## src/rtl/circuito_exp6.sv

```systemverilog
// rtl/circuito_exp6.sv - memory game: replay the ROM sequence, one round longer each time
// Control FSM plus address/limit counters, play register, button edge detector and timeout.
module circuito_exp6 (
  input  logic       clock,
  input  logic       reset,
  input  logic       jogar,
  input  logic [3:0] botoes,
  output logic       ganhou,
  output logic       perdeu,
  output logic       pronto,
  output logic [3:0] leds,
  output logic [6:0] db_contagem,
  output logic [6:0] db_memoria,
  output logic [6:0] db_estado,
  output logic [6:0] db_jogadafeita,
  output logic [6:0] db_sequencia,
  output logic       db_igual,
  output logic       db_igualjogada,
  output logic       db_igualseq,
  output logic       db_fimseq,
  output logic       db_clock,
  output logic       db_iniciar,
  output logic       db_tem_jogada,
  output logic       db_timeout
);

  typedef enum logic [3:0] {
    INICIAL        = 4'h0,
    PREPARACAO     = 4'h1,
    INICIA_RODADA  = 4'h2,
    ESPERA_JOGADA  = 4'h3,
    REGISTRA       = 4'h4,
    COMPARACAO     = 4'h5,
    PROXIMA_JOGADA = 4'h6,
    PROXIMA_RODADA = 4'h7,
    FIM_GANHOU     = 4'hA,
    FIM_TIMEOUT    = 4'hD,
    FIM_PERDEU     = 4'hE
  } state_t;

  localparam logic [12:0] TIMEOUT_LAST = 13'd4999;

  state_t      state;
  state_t      nxt;
  logic [3:0]  endereco;
  logic [3:0]  limite;
  logic [3:0]  jogada;
  logic [12:0] tmr;
  logic        botao_ant;
  logic        tem_jogada;
  logic        jogada_feita;
  logic        timeout;
  logic        igual;
  logic [3:0]  dado_rom;

  function automatic logic [3:0] rom(input logic [3:0] a);
    case (a)
      4'h0: rom = 4'b0001;  4'h1: rom = 4'b0010;  4'h2: rom = 4'b0100;  4'h3: rom = 4'b1000;
      4'h4: rom = 4'b0100;  4'h5: rom = 4'b0010;  4'h6: rom = 4'b0001;  4'h7: rom = 4'b0001;
      4'h8: rom = 4'b0010;  4'h9: rom = 4'b0010;  4'hA: rom = 4'b0100;  4'hB: rom = 4'b0100;
      4'hC: rom = 4'b1000;  4'hD: rom = 4'b1000;  4'hE: rom = 4'b0001;  default: rom = 4'b0100;
    endcase
  endfunction

  // active-low segments, bit0 = a ... bit6 = g
  function automatic logic [6:0] hex7(input logic [3:0] v);
    case (v)
      4'h0: hex7 = 7'b1000000;  4'h1: hex7 = 7'b1111001;  4'h2: hex7 = 7'b0100100;  4'h3: hex7 = 7'b0110000;
      4'h4: hex7 = 7'b0011001;  4'h5: hex7 = 7'b0010010;  4'h6: hex7 = 7'b0000010;  4'h7: hex7 = 7'b1111000;
      4'h8: hex7 = 7'b0000000;  4'h9: hex7 = 7'b0010000;  4'hA: hex7 = 7'b0001000;  4'hB: hex7 = 7'b0000011;
      4'hC: hex7 = 7'b1000110;  4'hD: hex7 = 7'b0100001;  4'hE: hex7 = 7'b0000110;  default: hex7 = 7'b0001110;
    endcase
  endfunction

  assign tem_jogada   = |botoes;
  assign jogada_feita = tem_jogada & ~botao_ant;
  assign timeout      = (tmr == TIMEOUT_LAST);
  assign dado_rom     = rom(endereco);
  assign igual        = (jogada == dado_rom);

  always_comb begin
    nxt = state;
    case (state)
      INICIAL:        if (jogar) nxt = PREPARACAO;
      PREPARACAO:     nxt = INICIA_RODADA;
      INICIA_RODADA:  nxt = ESPERA_JOGADA;
      // a press on the very cycle the timer expires still counts as a play
      ESPERA_JOGADA:  if (jogada_feita) nxt = REGISTRA;
                      else if (timeout) nxt = FIM_TIMEOUT;
      REGISTRA:       nxt = COMPARACAO;
      COMPARACAO:     if (!igual) nxt = FIM_PERDEU;
                      else if (endereco < limite) nxt = PROXIMA_JOGADA;
                      else if (limite != 4'hF) nxt = PROXIMA_RODADA;
                      else nxt = FIM_GANHOU;
      PROXIMA_JOGADA: nxt = ESPERA_JOGADA;
      PROXIMA_RODADA: nxt = INICIA_RODADA;
      FIM_GANHOU, FIM_TIMEOUT, FIM_PERDEU:
                      if (jogar) nxt = PREPARACAO;
      default:        nxt = INICIAL;
    endcase
  end

  // outputs are registered from the next state so they line up with db_estado
  always_ff @(posedge clock or posedge reset) begin
    if (reset) begin
      state      <= INICIAL;
      ganhou     <= 1'b0;
      perdeu     <= 1'b0;
      pronto     <= 1'b0;
      db_timeout <= 1'b0;
    end else begin
      state      <= nxt;
      ganhou     <= (nxt == FIM_GANHOU);
      perdeu     <= (nxt == FIM_PERDEU) || (nxt == FIM_TIMEOUT);
      pronto     <= (nxt == FIM_GANHOU) || (nxt == FIM_PERDEU) || (nxt == FIM_TIMEOUT);
      db_timeout <= (nxt == FIM_TIMEOUT);
    end
  end

  always_ff @(posedge clock or posedge reset) begin
    if (reset) begin
      endereco  <= 4'h0;
      limite    <= 4'h0;
      jogada    <= 4'h0;
      tmr       <= 13'd0;
      botao_ant <= 1'b0;
    end else begin
      botao_ant <= tem_jogada;
      tmr       <= (state == ESPERA_JOGADA) ? tmr + 13'd1 : 13'd0;
      if (state == PREPARACAO || state == INICIA_RODADA)
        endereco <= 4'h0;
      else if (state == PROXIMA_JOGADA)
        endereco <= endereco + 4'h1;
      if (state == PREPARACAO)
        limite <= 4'h0;
      else if (state == PROXIMA_RODADA)
        limite <= limite + 4'h1;
      if (state == PREPARACAO)
        jogada <= 4'h0;
      else if (state == REGISTRA)
        jogada <= botoes;
    end
  end

  assign leds           = jogada;
  assign db_contagem    = hex7(endereco);
  assign db_memoria     = hex7(dado_rom);
  assign db_estado      = hex7(state);
  assign db_jogadafeita = hex7(jogada);
  assign db_sequencia   = hex7(limite);
  assign db_igual       = igual;
  assign db_igualjogada = igual;
  assign db_igualseq    = (endereco == limite);
  assign db_fimseq      = (limite == 4'hF);
  assign db_clock       = clock;
  assign db_iniciar     = jogar;
  assign db_tem_jogada  = tem_jogada;

endmodule

```

## config.mk

```make
export PLATFORM = sky130hd
export DESIGN_NAME = circuito_exp6
export DESIGN_NICKNAME = d
export VERILOG_FILES = /design/src/rtl/circuito_exp6.sv
export SDC_FILE = /design/constraint.sdc
export NUM_CORES = 1
export LEC_CHECK = 0
export CORE_MARGIN = 2
export CORE_UTILIZATION = 25
export CTS_CLUSTER_SIZE = 25
export DETAILED_ROUTE_END_ITERATION = 12
export GPL_TIMING_DRIVEN = 0
export MAX_ROUTING_LAYER = met4
export PLACE_DENSITY = 0.43
export SLEW_MARGIN = 20
export SYNTH_ARGS = -nofsm -noshare
export SYNTH_HDL_FRONTEND = slang
export SYNTH_SLANG_ARGS = --single-unit
```

## constraint.sdc

```tcl
create_clock -name clock -period 4 [get_ports clock]
set_clock_uncertainty 0.15 [all_clocks]
set_input_delay 0.6 -clock clock [delete_from_list [all_inputs] [get_ports clock]]
set_output_delay 0.6 -clock clock [all_outputs]
set_load 0.02 [all_outputs]
```

==> results of run 1 <==
worst max path at each step:
stage / from / to / slack [ns] / depth (start not counted)
5_1_grt: endereco[2] / db_igual / 0.007 / 8
3_3_place_gp: endereco[1] / db_igualjogada / 0.19 / 8
3_5_place_dp: endereco[1] / db_igualjogada / 0.20 / 8
2_1_floorplan: endereco[1] / db_memoria[1] / 0.95 / 8
4_1_cts: endereco[1] / db_igual / 0.09 / 7
6_report: endereco[1] / db_igual / 0.14 / 7
through the flow:
step	setup slack, ns	std cells	hold WS (ns)
after floorplan	0.954	369	0.283
after global placement	0.194	597	0.307
after detailed placement	0.203	598	0.304
after CTS	0.0863	610	0.312
after global routing	0.00692	610	0.346
final	0.144	610	0.312
power breakdown:
part	internal (uW)	switching [uW]	total [uW]
clock	450	193	643
combinational	423	600	1020
sequential	374	45.4	419
cells in the mapped netlist, drive strengths merged (3+ instances only):
master and number:
a22o 11, nor3b 3, and2 3, or3 7, and3 3, nor3 10
o22ai 7, a31oi 7, dfrtp 34, xnor2 5, o211ai 4, or2 3
mux4 5, clkinv 3, buf 5, a21oi 18, a21o 3, nor2 35
nand2 26, o32ai 4, nand3 11, o21ai 29, nand2b 3, mux2i 15
clkbuf 14, xor2 6, inv 25, a211oi 4, nand4 3, nor2b 5
ha 37, o31ai 4
per-layer routing:
metal	part of all wire [%]	wire length, um	global-route usage, %
met3	3.0	266	1.82
met4	1.6	144	4.84
met5	0	0	-
met1	47	4160	18.0
met2	48	4230	22.6
timing repair:
item / CTS / global route
endpoints found under the setup margin: 6 / 3
gates resized for setup: 7 / 2
setup buffers: 1 / 0
pin swaps: 1 / 0
hold buffers: 0 / 0
layout by cell type (no fill, tap or decap), types with 4 or more instances in the layout:
master and instances:
buf_4 5, ha_1 37, a21oi_1 18, clkbuf_1 14, or3_1 7, o21ai_0 26, o22ai_1 7, dfrtp_1 32
xnor2_1 4, a22o_1 11, o31ai_1 4, xor2_1 6, mux2i_1 15, mux4_2 5, nor2_1 33, nand3_1 11
inv_1 19, nor3_1 9, inv_2 6, nand2_1 26, o32ai_1 4, clkdlybuf4s50_1 54, a31oi_1 7, o211ai_1 4
clkbuf_16 8, nor2b_1 4
cell type report:
class / count / area [um^2]
inverter: 28 / 105
fill: 1307 / 8240
clock buffer: 9 / 210
multi-input combinational: 288 / 2120
sequential: 34 / 853
timing repair buffer: 57 / 574
tap: 172 / 215
buffer: 19 / 97.6
clock inverter: 3 / 45.0
state kept, by name (all words and copies together), names as in the netlist:
name        cells
botao_ant       1
db_timeout      1
endereco        4
ganhou          1
leds            4
limite          4
perdeu          1
pronto          1
state           4
tmr            13
critical path, stage by stage, from the launching register on:
cell and delay (ns):
dfrtp_2 0.49, ha_1 0.25, ha_1 0.20, nor2b_1 0.17, or3_1 0.40, a221oi_4 0.37
and2_1 0.22, clkdlybuf4s50_1 0.62
kinds of logic after synthesis:
kind of cell	Yosys count	synth area share [%]
flops	34	26.9
simple gates	120	19.1
compound gates	99	21.0
mux	21	8.67
buf+inv	47	6.41
fa+ha+maj	37	14.6
xor+xnor	11	3.29
==> results.cfg, run 1 <==
[run_status]
status = completed

[synthesis]
syn_nets = 413
synth_top_area_share_pct = 26.9
synth_area_um2 = 3160
synth-main-ff-cell = dfrtp_1
synthTopCellsByArea = dfrtp_1 (27%), ha_1 (15%), mux2i_1 (4.8%)
syn_inst = 369
ys_seq_elements = 34
syn_avg_cell_area_um2 = 8.57
yosysUniqueCellTypes = 56
synth-seq-area-share_pct = 26.9
synth_edf_count = 0
postSynth.asyncResetShare_pct = 100
ys_warn_count = 0
synth_top_area_cell = dfrtp_1

[finish]
post-route-util_pct = 33.9
syn_to_final_growth_pct = 33.7
layout-drive-gt1-share_pct = 10.5
finish.net_count = 481
design_area_um2 = 4220
diodes = 0

[grt]
grt_pass1_wl_um = 14400
grt_max_degree = 25
antenna_found_initial = 0
gr-usage-all-layers_pct = 14.0
grt.overflow.total = 0
grt_pass1_vias = 2862

[power_and_ir_drop]
p_leak_uw = 0.00176
powerDensity_nw_per_um2 = 494
power.total_uw = 2090
ir_drop_mv = 0.237

[critical_path]
worstReg2RegEnd = perdeu
reg2reg_slack_ns = 0.72
start_kind = register
r2r-start = limite[2]
r2r_cells = 9
path_class = reg2out
arrival_ns = 3.11
cp_max_fo = 11
endpoint_kind = output port
cp_data_required_time_ns = 3.25

[clock_tree]
clock_latency_ns = 0.40
cts_tree = done
clk_pin_slew_ns = 0.06

[timing]
period_share_pct = 96.4
relSlewSlack_pct = 51.7
fmax_mhz = 259
tightestPinTransition_ns = 0.719
setup_viol = 0
maxSlewViolCount = 0
rsz0062_at_grt = false
finalCriticalPeriod_ns = 3.86
fin_setup_tns_ns = 0
finalHoldViolCount = 0

[detailed_routing]
drc_errors = 0
firstDrtPassIters = 4
drtIter0Drc = 147
drt-total-wl_um = 8800
routed_via_density = 4.77
vias = 2910
post_drt_wl_per_cell_um = 14.4
drtAntennaViolNets = 0

[die]
num_rows = 41
top_level_ports = 57
core_area_um2 = 12500
die_width_um = 116
die_area_um2 = 13600
die_y_um = 116
start_util_pct = 25.4

[placement]
post_dp_cell_area_um2 = 3960
gp_congestion = 0.843
dp_hpwl_um = 6700
io_buffer_count = 56

[hold_path]
holdCritPathClass = in2async

[job]
maxCapViolations = 0
(Power assumes the default switching activity.)
==> inputs of run 2 (changes only) <==
--- a/config.mk
+++ b/config.mk
@@ -5,13 +5,15 @@
 export SDC_FILE = /design/constraint.sdc
 export NUM_CORES = 1
 export LEC_CHECK = 0
+export CAP_MARGIN = 40
+export CORE_ASPECT_RATIO = 0.8
 export CORE_MARGIN = 2
 export CORE_UTILIZATION = 25
 export CTS_CLUSTER_SIZE = 25
 export DETAILED_ROUTE_END_ITERATION = 12
 export GPL_TIMING_DRIVEN = 0
 export MAX_ROUTING_LAYER = met4
-export PLACE_DENSITY = 0.43
+export PLACE_DENSITY = 0.45
 export SLEW_MARGIN = 20
 export SYNTH_ARGS = -nofsm -noshare
 export SYNTH_HDL_FRONTEND = slang
==> constraint.sdc (replaced) <==
create_clock -name clock -period 3.25 [get_ports clock]
set_clock_uncertainty 0.15 [all_clocks]
set_input_delay 0.4875 -clock clock [delete_from_list [all_inputs] [get_ports clock]]
set_output_delay 0.4875 -clock clock [all_outputs]
set_load 0.02 [all_outputs]
==> results.cfg, run 2 (same netlist as run 1, synthesis figures left out) <==
[placement]
post_dp_cell_area_um2 = 3940
io_buffer_count = 56
dp_hpwl_um = 6500
gp_congestion = 0.802
dp.cells = 596

[clock_tree]
cts_tree = done
cts_hold_buf = 0
clk_pin_slew_ns = 0.05
clock_latency_ns = 0.39

[critical_path]
endpoint_kind = output port
reg2reg_slack_ns = 0.36
path_class = reg2out
r2r-start = endereco[0]
cp_data_required_time_ns = 2.61
start_kind = register
r2r_cells = 10
cp_max_fo = 5
worstReg2RegEnd = db_timeout
arrival_ns = 2.53
cp-startpoint = endereco[0]

[grt]
grt.overflow.total = 0
grt_pass1_wl_um = 14700
grt_max_degree = 35
antenna_found_initial = 0
gr-usage-all-layers_pct = 13.7
grt_pass1_vias = 2920

[power_and_ir_drop]
ir_drop_mv = 0.409
powerDensity_nw_per_um2 = 594
p_int_uw = 1590
p_leak_uw = 0.00183
switchingPower_uw = 1010
clkPwrFrac_pct = 30.3
comb_power_share_pct = 49.7
power_frac_seq_pct = 20.1
switching_share_pct = 38.9

[finish]
design_area_um2 = 4380
layout_common_cells = clkdlybuf4s50_1 (47), nor2_1 (33), dfrtp_1 (31), ha_1 (29), o21ai_0 (26)
diodes = 0
largest_register_ffs = 13
post-route-util_pct = 35.7
fillers = 1295
layout_commonest_cell = clkdlybuf4s50_1
final_cells = 618
finish.net_count = 491
top_register = tmr
syn_to_final_growth_pct = 38.4
layout-drive-gt1-share_pct = 20.1

[timing]
finalCriticalPeriod_ns = 3.17
maxSlewViolCount = 0
finalHoldViolCount = 0
fmax_mhz = 315
period_share_pct = 97.5
fin_setup_tns_ns = 0
relSlewSlack_pct = 52.1
setup_viol = 0
rsz0062_at_grt = true
tightestPinTransition_ns = 0.714
whs_ns = 0.268

[detailed_routing]
post_drt_wl_per_cell_um = 14.2
firstDrtPassIters = 5
routed_via_density = 4.80
drtAntennaViolNets = 0
vias = 2964
drc_errors = 0
drt-total-wl_um = 8790
drtIter0Drc = 157

[run_status]
status = completed

[job]
maxCapViolations = 0

[die]
die_y_um = 105
die_area_um2 = 13600
start_util_pct = 25.8
num_rows = 36
core_area_um2 = 12300
top_level_ports = 57
die_width_um = 130

[hold_path]
holdCritPathClass = in2async
-- run 2: worst max-delay path, cell delays in order (launching register included) --
cell      delay (ns)
dfrtp_2         0.45
ha_2            0.22
ha_1            0.21
nor2b_4         0.15
or3_4           0.37
a221oi_4        0.33
and2_4          0.20
buf_4           0.09
buf_4           0.12
-- run 2: through the flow --
| step | worst slack [ns] | total power (uW) |
|---|---|---|
| floorplan | 0.317 | 1350 |
| global placement | -0.457 | 1820 |
| detailed placement | -0.495 | 1820 |
| CTS | 0.00102 | 2590 |
| global route | -0.00244 | 2790 |
| finish | 0.0803 | 2600 |
-- run 2: layout make-up --
type	count	area [um^2]	area share, %
multi-input combinational	288	2200	50.2
sequential	34	855	19.5
timing repair buffer	70	649	14.8
clock buffer	10	224	5.12
tap	171	214	4.89
inverter	28	113	2.57
buffer	16	92.6	2.12
clock inverter	1	30.0	0.686
-- run 2: timing repair --
action,4_1_cts,5_1_grt
pin swaps,2,2
resized for setup,50,32
setup endpoints to repair,10,25
buffers inserted,8,6
gates cloned,0,0
-- run 2: power groups by stage --
| stage | Sequential, uW | Clock [uW] | Combinational (uW) |
|---|---|---|---|
| CTS | 519 | 807 | 1260 |
| global placement | 526 | 58.4 | 1230 |
| detailed placement | 526 | 58.4 | 1230 |
| floorplan | 516 | 35.9 | 802 |
| finish | 521 | 786 | 1290 |
| global route | 529 | 823 | 1430 |
-- run 2: how the worst max path moves through the flow --
stage               depth (start not counted)        endpoint  slack, ns
floorplan                                   8   db_memoria[1]       0.32
global placement                            9   db_memoria[1]      -0.46
detailed placement                          9   db_memoria[1]      -0.50
CTS                                         5     db_igualseq      0.001
global route                                6    db_estado[6]     -0.002
finish                                      8  db_igualjogada       0.08
-- run 2: layer usage --
metal	track usage, %	part of all wire (%)	wire length, um	vias up
met2	19.3	42	3730	56
met5	-	0	0	-
met1	19.8	53	4640	1416
li1	-	-	-	1484
met4	2.76	0.72	63	0
met3	3.12	4.1	356	8
==> inputs of run 3 (changes only) <==
--- a/config.mk
+++ b/config.mk
@@ -12,6 +12,7 @@
 export CTS_CLUSTER_SIZE = 25
 export DETAILED_ROUTE_END_ITERATION = 12
 export GPL_TIMING_DRIVEN = 0
+export HOLD_SLACK_MARGIN = 0.06
 export MAX_ROUTING_LAYER = met4
 export PLACE_DENSITY = 0.45
 export SLEW_MARGIN = 20
==> results of run 3 <==
Final layout, timing and power as in run 2 (identical DEF).
